### src/rtl/alu_pkg.sv
// Shared definitions for the ALU command sequencer.
// Holds the ALU opcode values, the error-code layout reported by the ALU,
// and the sequencer state encoding.
package alu_pkg;

  // ALU opcodes
  localparam logic [3:0] OP_ADD = 4'd0;
  localparam logic [3:0] OP_SUB = 4'd1;
  localparam logic [3:0] OP_MUL = 4'd2;
  localparam logic [3:0] OP_DIV = 4'd3;
  localparam logic [3:0] OP_MOD = 4'd4;

  // err_code bit set by the ALU on a zero divisor
  localparam int ERR_DIV0 = 1;

  // err_code reported by the sequencer itself for an opcode above MAX_OP
  localparam logic [1:0] ERR_ILLEGAL = 2'b11;

  typedef enum logic [1:0] {
    IDLE = 2'd0,
    WAIT = 2'd1,
    RESP = 2'd2
  } seq_state_t;

endpackage

### src/rtl/alu_settle_timer.sv
// Loadable down-counter that measures the ALU settle interval.
// Ports:
//   clk, rst    - clock and asynchronous active-high reset
//   load        - load load_value (has priority over enable)
//   load_value  - value loaded into the counter
//   enable      - decrement by one while non-zero
//   zero        - counter currently equals zero
module alu_settle_timer #(
  parameter int W = 8
) (
  input  logic         clk,
  input  logic         rst,
  input  logic         load,
  input  logic [W-1:0] load_value,
  input  logic         enable,
  output logic         zero
);

  localparam logic [W-1:0] ONE = {{(W-1){1'b0}}, 1'b1};

  logic [W-1:0] count_reg;

  always_ff @(posedge clk or posedge rst) begin
    if (rst) begin
      count_reg <= '0;
    end else if (load) begin
      count_reg <= load_value;
    end else if (enable && (count_reg != '0)) begin
      count_reg <= count_reg - ONE;
    end
  end

  assign zero = (count_reg == '0);

endmodule

### src/rtl/alu_cmd_sequencer.sv
// Registered command front-end for the combinational BreadBoard ALU.
// Accepts one command at a time, drives the ALU from registers, waits
// SETTLE_CYCLES for the result to settle, then presents the captured
// result on a response handshake. Keeps a wrapping command counter and a
// saturating error counter.
// Ports:
//   clk, rst                       - clock, asynchronous active-high reset
//   cmd_valid/cmd_ready            - command handshake
//   cmd_a, cmd_b, cmd_op           - command operands and opcode
//   alu_input1/2, alu_op_code      - registered ALU drive
//   alu_output1, alu_err_code      - ALU result and error code
//   rsp_valid/rsp_ready            - response handshake
//   rsp_result, rsp_err            - captured response
//   cmd_count, err_count           - accepted commands / erroneous responses
module alu_cmd_sequencer
  import alu_pkg::*;
#(
  parameter int SETTLE_CYCLES = 4,
  parameter int COUNT_W       = 16,
  parameter int MAX_OP        = int'(OP_MOD)
) (
  input  logic               clk,
  input  logic               rst,
  input  logic               cmd_valid,
  output logic               cmd_ready,
  input  logic [15:0]        cmd_a,
  input  logic [15:0]        cmd_b,
  input  logic [3:0]         cmd_op,
  output logic [15:0]        alu_input1,
  output logic [15:0]        alu_input2,
  output logic [3:0]         alu_op_code,
  input  logic [31:0]        alu_output1,
  input  logic [1:0]         alu_err_code,
  output logic               rsp_valid,
  input  logic               rsp_ready,
  output logic [31:0]        rsp_result,
  output logic [1:0]         rsp_err,
  output logic [COUNT_W-1:0] cmd_count,
  output logic [COUNT_W-1:0] err_count
);

  localparam logic [3:0]         MAX_OP_L    = 4'(MAX_OP);
  // One settle cycle is spent in the accept edge itself.
  localparam logic [7:0]         SETTLE_LOAD = 8'(SETTLE_CYCLES - 1);
  localparam logic [COUNT_W-1:0] ONE_C       = {{(COUNT_W-1){1'b0}}, 1'b1};

  seq_state_t         state_reg, state_next;
  logic [15:0]        alu_input1_reg, alu_input1_next;
  logic [15:0]        alu_input2_reg, alu_input2_next;
  logic [3:0]         alu_op_code_reg, alu_op_code_next;
  logic               rsp_valid_reg, rsp_valid_next;
  logic [31:0]        rsp_result_reg, rsp_result_next;
  logic [1:0]         rsp_err_reg, rsp_err_next;
  logic [COUNT_W-1:0] cmd_count_reg, cmd_count_next;
  logic [COUNT_W-1:0] err_count_reg, err_count_next;
  logic [COUNT_W-1:0] err_count_inc;
  logic               timer_load, timer_enable, timer_zero;

  alu_settle_timer #(.W(8)) u_settle_timer (
    .clk        (clk),
    .rst        (rst),
    .load       (timer_load),
    .load_value (SETTLE_LOAD),
    .enable     (timer_enable),
    .zero       (timer_zero)
  );

  assign err_count_inc = (err_count_reg == '1) ? err_count_reg : err_count_reg + ONE_C;

  always_ff @(posedge clk or posedge rst) begin
    if (rst) begin
      state_reg       <= IDLE;
      alu_input1_reg  <= '0;
      alu_input2_reg  <= '0;
      alu_op_code_reg <= '0;
      rsp_valid_reg   <= 1'b0;
      rsp_result_reg  <= '0;
      rsp_err_reg     <= '0;
      cmd_count_reg   <= '0;
      err_count_reg   <= '0;
    end else begin
      state_reg       <= state_next;
      alu_input1_reg  <= alu_input1_next;
      alu_input2_reg  <= alu_input2_next;
      alu_op_code_reg <= alu_op_code_next;
      rsp_valid_reg   <= rsp_valid_next;
      rsp_result_reg  <= rsp_result_next;
      rsp_err_reg     <= rsp_err_next;
      cmd_count_reg   <= cmd_count_next;
      err_count_reg   <= err_count_next;
    end
  end

  always_comb begin
    state_next       = state_reg;
    alu_input1_next  = alu_input1_reg;
    alu_input2_next  = alu_input2_reg;
    alu_op_code_next = alu_op_code_reg;
    rsp_valid_next   = rsp_valid_reg;
    rsp_result_next  = rsp_result_reg;
    rsp_err_next     = rsp_err_reg;
    cmd_count_next   = cmd_count_reg;
    err_count_next   = err_count_reg;
    timer_load       = 1'b0;
    timer_enable     = 1'b0;
    cmd_ready        = 1'b0;

    unique case (state_reg)
      IDLE: begin
        cmd_ready = !rst;
        if (cmd_valid && cmd_ready) begin
          cmd_count_next = cmd_count_reg + ONE_C;
          if (cmd_op <= MAX_OP_L) begin
            alu_input1_next  = cmd_a;
            alu_input2_next  = cmd_b;
            alu_op_code_next = cmd_op;
            timer_load       = 1'b1;
            state_next       = WAIT;
          end else begin
            // The ALU drive is left alone: the ALU would not produce an
            // output for this opcode, so answer immediately instead.
            rsp_result_next = '0;
            rsp_err_next    = ERR_ILLEGAL;
            rsp_valid_next  = 1'b1;
            err_count_next  = err_count_inc;
            state_next      = RESP;
          end
        end
      end
      WAIT: begin
        timer_enable = 1'b1;
        if (timer_zero) begin
          rsp_result_next = alu_output1;
          rsp_err_next    = alu_err_code;
          rsp_valid_next  = 1'b1;
          if (alu_err_code != 2'b00) begin
            err_count_next = err_count_inc;
          end
          state_next = RESP;
        end
      end
      RESP: begin
        if (rsp_valid_reg && rsp_ready) begin
          rsp_valid_next = 1'b0;
          state_next     = IDLE;
        end
      end
      default: state_next = IDLE;
    endcase
  end

  assign alu_input1  = alu_input1_reg;
  assign alu_input2  = alu_input2_reg;
  assign alu_op_code = alu_op_code_reg;
  assign rsp_valid   = rsp_valid_reg;
  assign rsp_result  = rsp_result_reg;
  assign rsp_err     = rsp_err_reg;
  assign cmd_count   = cmd_count_reg;
  assign err_count   = err_count_reg;

endmodule

### config.mk
export PLATFORM = sky130hd
export DESIGN_NAME = alu_cmd_sequencer
export DESIGN_NICKNAME = d
export VERILOG_FILES = /design/src/rtl/alu_pkg.sv /design/src/rtl/alu_settle_timer.sv /design/src/rtl/alu_cmd_sequencer.sv
export SDC_FILE = /design/constraint.sdc
export NUM_CORES = 1
export LEC_CHECK = 0
export ABC_CLOCK_PERIOD_IN_PS = 6900
export CORE_ASPECT_RATIO = 1.25
export CORE_MARGIN = 5
export CORE_UTILIZATION = 40
export CTS_CLUSTER_DIAMETER = 100
export CTS_CLUSTER_SIZE = 24
export DETAILED_ROUTE_END_ITERATION = 8
export PLACE_DENSITY = 0.82
export REMOVE_ABC_BUFFERS = 1
export SLEW_MARGIN = 20
export SYNTH_ARGS = -nofsm -noshare
export SYNTH_HDL_FRONTEND = slang
export SYNTH_HIERARCHICAL = 1
export SYNTH_SLANG_ARGS = --single-unit
### constraint.sdc
create_clock -name clk -period 6.9 [get_ports clk]
set_clock_uncertainty 0.2 [all_clocks]
set_input_delay 1.035 -clock clk [delete_from_list [all_inputs] [get_ports clk]]
set_output_delay 1.035 -clock clk [all_outputs]
set_load 0.02 [all_outputs]
==> load_flow_metrics.sql, run 1 <==
INSERT INTO impl_metrics (metric_group, metric, value, unit) VALUES
('run_status', 'status', 'completed', ''),
('global_routing', 'global_route.usage.total', '17.2', '%'),
('sta', 'rsz0062_at_grt', 'false', ''),
('clock_tree', 'buffers_from_clock_root_to_sink_at_most', '2', ''),
('sta', 'post-route-period-util', '53.1', '%'),
('critical_path', 'cp_delay_by_family_top', 'buffers and inverters', ''),
('clock_tree', 'cts.hold.buffers_added', '0', ''),
('routing', 'firstDrtPassIters', '4', ''),
('routing', 'totalWireLength', '12100', 'microns'),
('sta', 'setup_viol', '0', ''),
('layout', 'post-route-cell-area', '7310', 'sq um'),
('sta', 'max-slew-margin-rel', '50.0', '%'),
('clock_tree', 'cts_tree', 'yes', ''),
('critical_path', 'timing.critical_path.buf_inv', '2', ''),
('clock_tree', 'ctsHtreeMaxLevel', '4', ''),
('layout', 'post_route_cells_drive_above_1_share', '14.7', '%'),
('critical_path', 'crit_slowest_cell', 'sky130_fd_sc_hd__clkdlybuf4s50_1', ''),
('critical_path', 'ff2ff_path_depth', '9', ''),
('logic_synthesis', 'synth_top_area_share', '59.2', '%'),
('clock_tree', 'path_clk_slew', '0.05', 'ns'),
('routing', 'detail_routed_via_count_per_cell', '5.00', ''),
('sta', 'final_total_negative_setup_slack', '0', 'ns'),
('power', 'power.switching', '1.14', 'mW'),
('clock_tree', 'cts_buffers', '17', ''),
('sta', 'final_critical_path_setup_slack', '3.23', 'ns'),
('routing', 'routed-via-count', '3695', ''),
('floorplanning', 'initial_utilization', '40.9', '%'),
('critical_path', 'worstPathCellList', 'clkdlybuf4s50_1, nor2b_1, clkdlybuf4s50_1', ''),
('critical_path', 'critical_path.endpoint_type', 'output port', ''),
('logic_synthesis', 'mappedNetlistArea', '4780', 'sq um'),
('sta', 'max_slew.worst_pin.slew', '0.750', 'ns'),
('clock_tree', 'cts_repair_resized_insts', '0', ''),
('placed_design', 'gp_routability_congestion', '0.900', ''),
('min_path', 'min-delay-start', 'cmd_count[15]', ''),
('placed_design', 'place.port_buffers', '177', ''),
('global_routing', 'antenna_found_initial', '0', ''),
('logic_synthesis', 'synth_edf_count', '0', ''),
('logic_synthesis', 'synth.ff_latch_count', '113', ''),
('routing', 'routed_length_per_placed_instance', '16.4', 'microns'),
('floorplanning', 'placementRows', '44', ''),
('critical_path', 'crit_fanout', '5', ''),
('power', 'cellPowerDensity', '440', 'nW/um^2'),
('power', 'cellInternalPower', '2.08', 'mW'),
('placed_design', 'pre_cts_slack', '3.14', 'ns'),
('critical_path', 'worst_r2r_endpoint', 'err_count[14]', ''),
('logic_synthesis', 'async_set_reset_flop_share_out_of_synthesis', '100', '%'),
('power', 'power.sequential.fraction', '33.5', '%'),
('clock_tree', 'cts-root-buf', 'sky130_fd_sc_hd__clkbuf_16', ''),
('logic_synthesis', 'dominantRegCellSynth', 'sky130_fd_sc_hd__dfrtp_1', ''),
('global_routing', 'global_route.usage.met1', '19.1', '%'),
('power', 'leakagePower', '3.11', 'nW'),
('critical_path', 'cp_data_arrival_time', '2.43', 'ns'),
('sta', 'min_period', '3.67', 'ns'),
('power', 'peakVddDrop', '205', 'uV'),
('power', 'power.share.switching', '35.5', '%'),
('layout', 'layout.filler_cells', '887', ''),
('placed_design', 'place.detailed.hpwl', '8890', 'microns'),
('logic_synthesis', 'post-synth-top-count-cell', 'sky130_fd_sc_hd__dfrtp_1', ''),
('critical_path', 'worst_setup_path_start_kind', 'input pin', ''),
('layout', 'fin_nets', '646', ''),
('logic_synthesis', 'synthesized_netlist_cell_count', '373', ''),
('logic_synthesis', 'synth_top_area_cell', 'sky130_fd_sc_hd__dfrtp_1', ''),
('logic_synthesis', 'synth.top_cells.by_area', 'sky130_fd_sc_hd__dfrtp_1 59%, sky130_fd_sc_hd__mux2_2 9.0%, sky130_fd_sc_hd__a22o_1 5.9%, sky130_fd_sc_hd__xor2_1 3.3%, sky130_fd_sc_hd__xnor2_1 2.7%', ''),
('job', 'max_cap_violations', '0', ''),
('layout', 'areaGrowthSynthToFinish', '53.1', '%'),
('global_routing', 'globalRouteMet3Util', '5.19', '%'),
('logic_synthesis', 'synth.distinct_cells', '48', ''),
('sta', 'hold_slack', '0.259', 'ns'),
('floorplanning', 'core_region_area', '11700', 'sq um'),
('global_routing', 'grt_start_max_net_pins', '62', ''),
('power', 'p_clk_share', '25.9', '%');
[metrics by stage]
step	cells	total power [mW]	util, %
detailed placement	707	2.41	57.8
global route	739	3.40	62.7
finish	739	3.22	62.7
CTS	739	3.26	62.7
floorplan	366	1.78	-
global placement	707	2.36	57.8
[cell type report]
class / instances / area, sq um / share of cell area [%]
Clock buffer: 18 / 429 / 5.87
Clock inverter: 14 / 140 / 1.92
Inverter: 9 / 36.3 / 0.496
Multi-Input combinational cell: 244 / 1880 / 25.8
Sequential cell: 113 / 2830 / 38.7
Tap cell: 161 / 201 / 2.75
Timing Repair Buffer: 180 / 1790 / 24.5
[power groups by stage]
stage          clock network (mW)  registers [mW]  logic (mW)
2_1_floorplan                   0            1.31       0.465
3_3_place_gp                    0            1.07        1.28
3_5_place_dp                    0            1.09        1.32
4_1_cts                     0.853            1.08        1.32
5_1_grt                     0.892            1.11        1.39
6_report                    0.834            1.08        1.31
[kinds of logic after synthesis]
kind of cell	after synthesis	synth area share, %
buf+inv	22	1.96
flops	113	59.2
other cells	2	0.157
mux	39	9.19
compound gates	58	9.77
simple gates	99	11.9
fa+ha+maj	7	1.83
xor+xnor	33	6.05
[routing by layer]
layer / wire (microns) / vias to the layer above / part of all wire (%)
met4: 267 / 0 / 2.2
met5: 0 / - / 0
li1: - / 1724 / -
met3: 805 / 20 / 6.6
met2: 6430 / 145 / 53
met1: 4610 / 1806 / 38
[layout by cell type, fill, tap and decap left out, types with 12 or more instances in the layout]
cell type                         netlist  routed
sky130_fd_sc_hd__nand3_1               15      15
sky130_fd_sc_hd__xnor2_1               15      15
sky130_fd_sc_hd__dfrtp_1              113     113
sky130_fd_sc_hd__nand2_1               25      25
sky130_fd_sc_hd__mux2_2                38      38
sky130_fd_sc_hd__clkdlybuf4s50_1        0     177
sky130_fd_sc_hd__clkbuf_16              0      17
sky130_fd_sc_hd__a22o_1                32      32
sky130_fd_sc_hd__xor2_1                18      18
sky130_fd_sc_hd__nor2_1                12      12
[worst max-delay path by stage]
stage | startpoint | endpoint | slack (ns) | cells past startpoint
4_1_cts | rst | cmd_ready | 3.23 | 3
2_1_floorplan | rst | u_settle_timer/count_reg[3] | 0.48 | 6
5_1_grt | rst | cmd_ready | 3.16 | 3
3_5_place_dp | cmd_op[2] | rsp_result[22] | 3.14 | 5
6_report | rst | cmd_ready | 3.23 | 3
3_3_place_gp | rst | cmd_ready | 3.25 | 3
Note: power is estimated with default switching activity, not from simulation.
==> run 2: changes to the inputs <==
--- a/config.mk
+++ b/config.mk
@@ -5,7 +5,7 @@
 export SDC_FILE = /design/constraint.sdc
 export NUM_CORES = 1
 export LEC_CHECK = 0
-export ABC_CLOCK_PERIOD_IN_PS = 6900
+export ABC_CLOCK_PERIOD_IN_PS = 3500
 export CORE_ASPECT_RATIO = 1.25
 export CORE_MARGIN = 5
 export CORE_UTILIZATION = 40
==> constraint.sdc (replaced) <==
create_clock -name clk -period 3.5 [get_ports clk]
set_clock_uncertainty 0.2 [all_clocks]
set_input_delay 0.525 -clock clk [delete_from_list [all_inputs] [get_ports clk]]
set_output_delay 0.525 -clock clk [all_outputs]
set_load 0.02 [all_outputs]
==> run 2 against run 1 <==
Global-route usage rose by 0.50 points. Clock-buffer cell count up 2. First-iteration DRC count is 68% higher. Via count fell by 1.1%. Final area increased by 0.21%. Critical path type is now register to register. Largest cell class unchanged. Non-clock buffer count increased by 2. Critical endpoint is now err_count[14]. Sequential share of layout area down 0.079 points. Hold slack better by 0.00087 ns.
==> load_flow_metrics.sql, run 2 (synthesis results as in run 1) <==
INSERT INTO impl_metrics (metric_group, metric, value, unit) VALUES
('routing', 'routed-via-count', '3654', ''),
('min_path', 'timing.hold.worst.class', 'register to register', ''),
('job', 'max_cap_violations', '0', ''),
('clock_tree', 'cts_repair_resized_insts', '0', ''),
('power', 'p_clk_share', '25.9', '%'),
('critical_path', 'critical_path.endpoint', 'err_count[14]', ''),
('layout', 'stdcell_count', '739', ''),
('critical_path', 'crit_slowest_cell', 'sky130_fd_sc_hd__or4b_1', ''),
('critical_path', 'crit_fanout', '11', ''),
('power', 'power.switching', '2.26', 'mW'),
('placed_design', 'place.port_buffers', '177', ''),
('power', 'power.share.switching', '35.3', '%'),
('layout', 'post_route_cells_drive_above_1_share', '14.7', '%'),
('layout', 'layout.filler_cells', '921', ''),
('layout', 'post-route-cell-area', '7330', 'sq um'),
('routing', 'routed_length_per_placed_instance', '16.6', 'microns'),
('floorplanning', 'die_w', '108', 'microns'),
('critical_path', 'biggest_cell_delay_along_the_critical_path', '0.73', 'ns'),
('placed_design', 'placement.cell_area', '6760', 'sq um'),
('power', 'cellPowerDensity', '871', 'nW/um^2'),
('critical_path', 'worstPathCellList', 'inv_1, ha_1, or4b_4, nor2_1, nor2b_1, a221oi_4, or4b_1, nor3_1, xor2_1', ''),
('power', 'peakVddDrop', '363', 'uV'),
('critical_path', 'worst_ep_required_time', '3.62', 'ns'),
('global_routing', 'globalRouteOverflowTotal', '0', ''),
('global_routing', 'global_route.usage.total', '17.7', '%'),
('floorplanning', 'floorplan.die_area', '14200', 'sq um'),
('clock_tree', 'cts.hold.buffers_added', '0', ''),
('routing', 'ant_nets', '0', ''),
('critical_path', 'crit_path_start', 'u_settle_timer/count_reg[0]', ''),
('placed_design', 'gp_routability_congestion', '0.843', ''),
('clock_tree', 'buffers_from_clock_root_to_sink_at_most', '2', ''),
('layout', 'most-common-layout-cells', '177 x sky130_fd_sc_hd__clkdlybuf4s50_1, 113 x sky130_fd_sc_hd__dfrtp_1, 38 x sky130_fd_sc_hd__mux2_2', ''),
('clock_tree', 'clock_latency', '0.40', 'ns'),
('routing', 'detail_routed_via_count_per_cell', '4.94', ''),
('layout', 'areaGrowthSynthToFinish', '53.4', '%'),
('sta', 'max-slew-margin-rel', '49.0', '%'),
('sta', 'drv_slew', '0', ''),
('power', 'power.sequential.fraction', '33.5', '%'),
('sta', 'post-route-period-util', '92.7', '%'),
('routing', 'remaining_drc_errors', '0', ''),
('critical_path', 'worst_r2r_endpoint', 'err_count[14]', ''),
('clock_tree', 'cts_num_sinks', '113', ''),
('sta', 'hold_slack', '0.260', 'ns'),
('layout', 'final_common_cell', 'sky130_fd_sc_hd__clkdlybuf4s50_1', ''),
('global_routing', 'wire_length_of_the_first_global_routing_pass', '20100', 'microns'),
('routing', 'totalWireLength', '12300', 'microns'),
('sta', 'setup_viol', '0', ''),
('clock_tree', 'cts-root-buf', 'sky130_fd_sc_hd__clkbuf_16', ''),
('layout', 'insertedDiodeCount', '0', ''),
('global_routing', 'antenna_found_initial', '0', ''),
('critical_path', 'critical_setup_path_class', 'register to register', ''),
('floorplanning', 'core_region_area', '11700', 'sq um'),
('power', 'power.total', '6.38', 'mW'),
('power', 'cellInternalPower', '4.13', 'mW'),
('sta', 'rsz0062_at_grt', 'false', ''),
('critical_path', 'setup_slack_reg_to_reg', '0.25', 'ns'),
('critical_path', 'ff2ff_path_depth', '9', ''),
('floorplanning', 'initial_utilization', '40.9', '%'),
('placed_design', 'placedCellCount', '709', ''),
('global_routing', 'grt_start_max_net_pins', '62', ''),
('sta', 'report.final.hold_viol_count', '0', ''),
('critical_path', 'worst_setup_path_start_kind', 'register', ''),
('power', 'leakagePower', '3.12', 'nW'),
('critical_path', 'cp_data_arrival_time', '3.37', 'ns'),
('routing', 'initialDrtViolationCount', '243', ''),
('run_status', 'status', 'completed', ''),
('min_path', 'min-delay-start', 'cmd_count[15]', ''),
('sta', 'min_period', '3.25', 'ns'),
('floorplanning', 'placementRows', '44', ''),
('clock_tree', 'ctsHtreeMaxLevel', '4', ''),
('layout', 'fin_nets', '648', ''),
('layout', 'fin_util', '62.8', '%'),
('sta', 'max_slew.worst_pin.slew', '0.765', 'ns'),
('routing', 'firstDrtPassIters', '4', ''),
('critical_path', 'critical_path.endpoint_type', 'register', ''),
('clock_tree', 'post_cts_buffers', '0', ''),
('floorplanning', 'die_height', '132', 'microns'),
('global_routing', 'grt_pass1_vias', '3892', ''),
('placed_design', 'place.detailed.hpwl', '8830', 'microns'),
('clock_tree', 'cts_buffers', '17', ''),
('critical_path', 'critical_path.reg2reg.startpoint', 'u_settle_timer/count_reg[0]', ''),
('power', 'share_comb_of_total_power', '40.6', '%'),
('sta', 'timing.fmax', '308', 'MHz'),
('clock_tree', 'cts_tree', 'yes', ''),
('floorplanning', 'floorplan.io_pins', '178', ''),
('clock_tree', 'path_clk_slew', '0.05', 'ns'),
('layout', 'largest_register_ffs', '32', '');
## run 2: changes by cell type in the layout (fill, tap and decap cells not counted)
cell / change
sky130_fd_sc_hd__clkinv_2: -2
sky130_fd_sc_hd__buf_4: +2
sky130_fd_sc_hd__inv_6: -2
sky130_fd_sc_hd__clkbuf_8: +2
## run 2: layer usage
layer  vias to the layer above  part of all wire (%)  global-route usage, %
met3                        19                   5.8                   5.34
li1                       1727                     -                      -
met2                       123                    53                   30.8
met5                         -                     0                      0
met4                         0                   2.0                   5.40
met1                      1785                    39                   20.9
## run 2: worst min-delay path by stage
stage,cells past startpoint,end
after floorplan,1,u_settle_timer/count_reg[0]
after global placement,1,cmd_count[15]
after detailed placement,1,cmd_count[15]
after CTS,1,cmd_count[15]
after global routing,1,cmd_count[15]
final,1,cmd_count[15]
## run 2: per-stage QoR
step | setup WS [ns] | TNS (ns)
floorplan | -2.41 | -90.04
finish | 0.254 | 0
CTS | 0.220 | 0
global route | 0.00572 | 0
global placement | 0.360 | 0
detailed placement | 0.273 | 0
## run 2: layout make-up
type / count / area [sq um] / share of cell area [%]
flip-flops and latches: 113 / 2830 / 38.6
multi-input cells: 244 / 1880 / 25.7
inverters: 9 / 36.3 / 0.495
repair buffers: 182 / 1810 / 24.7
well taps: 161 / 201 / 2.75
clock buffers: 20 / 457 / 6.23
clock inverters: 10 / 113 / 1.54
## run 2: power by group through the flow
stage               clock (mW)  combinational [mW]  sequential [mW]
floorplan                    0               0.917             2.59
global placement             0                2.54             2.12
detailed placement           0                2.60             2.14
CTS                       1.69                2.63             2.14
global route              1.75                2.77             2.21
finish                    1.65                2.59             2.14
## run 2: worst max-delay path, delay by kind of cell, from the launching register on
kind                     cells  cell delay (ns)
AO/OA/AOI/OAI                1             0.31
adder cells (fa/ha/maj)      1             0.17
buffers and inverters        1             0.12
AND/OR/NAND/NOR              5             1.81
XOR/XNOR                     1             0.18
flip-flops                   1             0.38
